$ cat config.mk
export PLATFORM = sky130hd
export DESIGN_NAME = seg7_scan
export DESIGN_NICKNAME = d
export VERILOG_FILES = /design/src/rtl/seg7_scan.sv
export SDC_FILE = /design/constraint.sdc
export NUM_CORES = 1
export LEC_CHECK = 0
export ABC_CLOCK_PERIOD_IN_PS = 7050
export CORE_ASPECT_RATIO = 1.75
export CORE_MARGIN = 2
export CORE_UTILIZATION = 44
export CTS_CLUSTER_SIZE = 8
export DETAILED_ROUTE_END_ITERATION = 16
export PLACE_DENSITY = 0.66
export SYNTH_ARGS = -nofsm -noshare
export SYNTH_HDL_FRONTEND = slang
export SYNTH_SLANG_ARGS = --single-unit
$ cat constraint.sdc
create_clock -name clk -period 7.05 [get_ports clk]
set_clock_uncertainty 0.05 [all_clocks]
set_input_delay 2.115 -clock clk [delete_from_list [all_inputs] [get_ports clk]]
set_output_delay 2.115 -clock clk [all_outputs]
set_load 0.01 [all_outputs]
$ cat src/rtl/seg7_scan.sv
// Four-digit multiplexed seven-segment driver with per-frame digit latching and inter-digit blanking.
// Define SEG7_LZ_BLANK_EN to compile in leading-zero blanking of digit 3.
module seg7_scan #(
   parameter int REFRESH_DIV  = 100000,
   parameter int BLANK_CYCLES = 64,
   parameter int DP_DIGIT     = 2
) (
   input  logic       clk,
   input  logic       reset_n,
   input  logic [3:0] d0,
   input  logic [3:0] d1,
   input  logic [3:0] d2,
   input  logic [3:0] d3,
   output logic [3:0] an,
   output logic [6:0] seg,
   output logic       dp,
   output logic       frame_start
);

   localparam int              PW        = $clog2(REFRESH_DIV);
   localparam logic [PW-1:0]   PCNT_MAX  = PW'(REFRESH_DIV - 1);
   localparam logic [1:0]      DP_IDX    = 2'(DP_DIGIT);
   localparam logic [0:0]      ST_BLANK  = 1'b0;
   localparam logic [0:0]      ST_DRIVE  = 1'b1;

   logic [PW-1:0]   pcnt_q, pcnt_d;
   logic [1:0]      idx_q, idx_d;
   logic            started_q;
   logic [3:0][3:0] lat_q, lat_d;
   logic [3:0]      an_q, an_d;
   logic [6:0]      seg_q, seg_d;
   logic            dp_q, dp_d;
   logic            fs_q, fs_d;
   logic [0:0]      slotState;
   logic [3:0]      curDigit;

   function automatic logic [6:0] decode(input logic [3:0] v);
      case (v)
         4'd0:    decode = 7'b1000000;
         4'd1:    decode = 7'b1111001;
         4'd2:    decode = 7'b0100100;
         4'd3:    decode = 7'b0110000;
         4'd4:    decode = 7'b0011001;
         4'd5:    decode = 7'b0010010;
         4'd6:    decode = 7'b0000010;
         4'd7:    decode = 7'b1111000;
         4'd8:    decode = 7'b0000000;
         4'd9:    decode = 7'b0010000;
         default: decode = 7'b0111111;
      endcase
   endfunction

   // The cycle right after reset only latches the frame; counting starts on the next edge.
   always_comb begin
      pcnt_d = pcnt_q;
      idx_d  = idx_q;
      lat_d  = lat_q;
      fs_d   = 1'b0;
      if (!started_q) begin
         fs_d = 1'b1;
      end else if (pcnt_q == PCNT_MAX) begin
         pcnt_d = '0;
         idx_d  = idx_q + 2'd1;
         if (idx_q == 2'd3) begin
            fs_d = 1'b1;
         end
      end else begin
         pcnt_d = pcnt_q + 1'b1;
      end
      if (fs_d) begin
         lat_d = {d3, d2, d1, d0};
      end
   end

   assign slotState = (started_q && (int'(pcnt_q) >= BLANK_CYCLES)) ? ST_DRIVE : ST_BLANK;
   assign curDigit  = lat_q[idx_q];

   always_comb begin
      an_d  = 4'b1111;
      seg_d = 7'h7F;
      dp_d  = 1'b1;
      if (slotState == ST_DRIVE) begin
         an_d  = ~(4'b0001 << idx_q);
         seg_d = decode(curDigit);
         dp_d  = (idx_q != DP_IDX);
`ifdef SEG7_LZ_BLANK_EN
         if ((idx_q == 2'd3) && (curDigit == 4'd0)) begin
            seg_d = 7'h7F;
         end
`endif
      end
   end

   always_ff @(posedge clk or negedge reset_n) begin
      if (!reset_n) begin
         pcnt_q    <= '0;
         idx_q     <= 2'd0;
         started_q <= 1'b0;
         lat_q     <= '0;
         an_q      <= 4'b1111;
         seg_q     <= 7'h7F;
         dp_q      <= 1'b1;
         fs_q      <= 1'b0;
      end else begin
         pcnt_q    <= pcnt_d;
         idx_q     <= idx_d;
         started_q <= 1'b1;
         lat_q     <= lat_d;
         an_q      <= an_d;
         seg_q     <= seg_d;
         dp_q      <= dp_d;
         fs_q      <= fs_d;
      end
   end

   assign an          = an_q;
   assign seg         = seg_q;
   assign dp          = dp_q;
   assign frame_start = fs_q;

endmodule

==> run summary <==
Pins Over Slew Limit: 0
Depth of the CTS H-tree: 2
Cell Pwr Density: 209 nW/um^2
Most area-hungry cell type in the Yosys netlist: dfrtp_1
WP buf/inv: 1
Worst path setup slack after routing: 3.54 ns
Leakage power: 1.17 nW
Pin count of the biggest net entering global routing: 49
Number of synthesis warnings: 0
Pre-antenna DRT Iters: 4
Cells after DPL: 263
Starting density of the core: 45.1%
Maximum clock frequency: 285 MHz
CP Data Arrival Time: 1.35 ns
Top flip-flop cell by instance count after synthesis: dfrtp_1
Share of the yosys chip area belonging to registers: 52.1%
Clk slew on worst S/H paths: 0.08 ns
Wire length per cell: 13.5 um
Endpoints failing hold: 0
Placement Rows: 35
Synthesized cell area: 2330 um^2
Hold-fix buffer count after cts: 0
Post-route non-filler standard cell count: 271
CP top delay family: flip-flops
Worst R2R Setup Slack: 4.02 ns
Portion of synthesized cell area occupied by the leading cell type: 39.7%
Via total after detailed routing: 1451
Endpoint class of the critical path: primary output
Post-CTS Setup Bufs: 0
GRT Util Overall: 14.2%
Routability congestion estimate: 0.807
Tightest slew margin relative to the limit: 31.4%
TritonCTS Sinks: 48
Async SR Flop Fraction: 100%
Sum of negative setup slack: 0 ns
Max-capacitance violation count: 0
Count of instances resized after the clock tree is built: 0
Worst-path cell chain: clkdlybuf4s50_1
CP startpoint kind: flop
Number of DRC violations after detailed-routing iteration 0: 18
Hold WC Path Type: reg2reg
Number of buffers inserted during clock tree synthesis: 5
Final setup vio count: 0
Worst hold path depth: 1
Floorplan die area: 5920 um^2
Startpoint of the worst register-to-register path: pcnt_q[6]
Clk root buf: clkbuf_8
Standard cell core area: 5170 um^2
Global-route wire length before repair: 6.47 mm
Peak supply drop: 189 uV
Worst-Margin Slew: 1.03 ns
Net count of the mapped netlist: 215
Final Core Density: 52.9%
Reg2reg path depth: 4
Residual DRC: 0
Die Span Y: 100 um
Die Width: 59.0 um
Total detailed-routing wirelength: 3.67 mm
Cells after Synth: 186
Worst path required time: 4.89 ns
Final instance area: 2730 um^2
Post-route ant nets: 0
Top cells by area, synth: dfrtp_1, dfstp_2, ha_1
Crit Path Class: reg2out
IO Pins: 31
HPWL Detailed: 2.66 mm
Count of flip-flops with a built-in enable after synthesis: 0
Clock tree buffer depth: 2
Layout fillers: 473
Layout cell share with drive strength beyond 1: 21.8%
Placed standard-cell area: 2640 um^2
Standard cell with the maximum stage delay on the critical path: dfstp_2
Largest stage delay, worst path: 0.53 ns
Setup repair after global routing missed its margin: false
DP Worst Slack: 3.86 ns
HP Start: pcnt_q[4]
Buffers on Ports: 30
Total power consumption of the routed design: 571 uW
Leading post-synthesis cells by instance count: dfrtp_1, nand2_1, dfstp_2, ha_1
Worst-path maximum fanout: 2
Area delta synth->final: 17.1%
Most instantiated library cell after synthesis: dfrtp_1
Final worst hold slack: 0.432 ns
Final worst path period share: 49.8%
Post-layout net count: 244
Number of global-route vias before repair: 1442
Initial antenna violation count: 0
Worst min-delay path endpoint: pcnt_q[4]
# diodes: 0
Clock tree from TritonCTS: built
RR Endpoint: lat_q[11]
Post-Syn Area per Cell: 12.5 um^2
Synth Register Bits: 48
Number of distinct library cells after synthesis: 39
Worst skew pair latency: 0.30 ns
Aggregate global routing overflow: 0
Result of the run: finished, final reports clean
Final critical path time including I/O delays and setup: 3.51 ns
Via density per instance: 5.35
==> sequential cells by signal, indices dropped and copies added (netlist names) <==
| register | cells |
|---|---|
| frame_start | 1 |
| an | 4 |
| started_q | 1 |
| idx_q | 2 |
| pcnt_q | 17 |
| seg | 7 |
| lat_q | 16 |
==> cells by family after synthesis <==
group	Yosys count	share of synthesized area (%)
fa+ha+maj	11	5.90
xor+xnor	14	5.26
flops	48	52.1
simple gates	53	12.7
buf+inv	18	4.08
compound gates	18	5.42
mux	23	14.4
other cells	1	0.161
==> per-layer routing <==
metal  vias to the layer above  GRT usage (%)  part of all wire, %
met1                       722           17.3                   43
met2                        25           24.0                   53
met4                         0           5.59                  1.6
met5                         -              0                    0
li1                        699              -                    -
met3                         5           2.84                  2.5
==> layout make-up <==
cell class	instances	area, um^2	share of cell area (%)
sequential	48	1210	44.5
multi-input combinational	120	1020	37.4
timing repair buffer	30	295	10.8
clock buffer	7	86.3	3.16
tap	55	68.8	2.52
inverter	10	37.5	1.37
clock inverter	1	6.26	0.229
==> report_power, final <==
part           internal, mW  switching, mW
Clock                0.0800         0.0870
Sequential            0.301         0.0209
Combinational        0.0459         0.0360
Total                 0.427          0.144
==> layout by cell type (no fill, tap or decap), drive strengths merged, types with 2 or more instances in the layout <==
| cell type | instances |
|---|---|
| dfrtp | 37 |
| clkdlybuf4s50 | 29 |
| mux2 | 17 |
| nand2 | 14 |
| ha | 11 |
| dfstp | 11 |
| inv | 11 |
| nor2 | 10 |
| o21ai | 9 |
| xnor2 | 9 |
| nand4 | 8 |
| clkbuf | 7 |
| xor2 | 5 |
| mux4 | 4 |
| and2 | 4 |
| and4 | 4 |
| or4 | 3 |
| o31ai | 3 |
| or2 | 2 |
| mux2i | 2 |
| nand3 | 2 |
| o22ai | 2 |
| and3 | 2 |
==> worst max path at each step <==
stage | start | endpoint | slack [ns] | cells after the start
after floorplan | an[2] | an[2] | 4.24 | 1
after global placement | an[2] | dp | 3.86 | 1
after detailed placement | an[2] | an[2] | 3.86 | 1
after CTS | an[2] | an[2] | 3.52 | 1
after global routing | an[2] | an[2] | 3.50 | 1
final | an[2] | dp | 3.54 | 1
No activity file was read; power rests on OpenSTA's default activity.
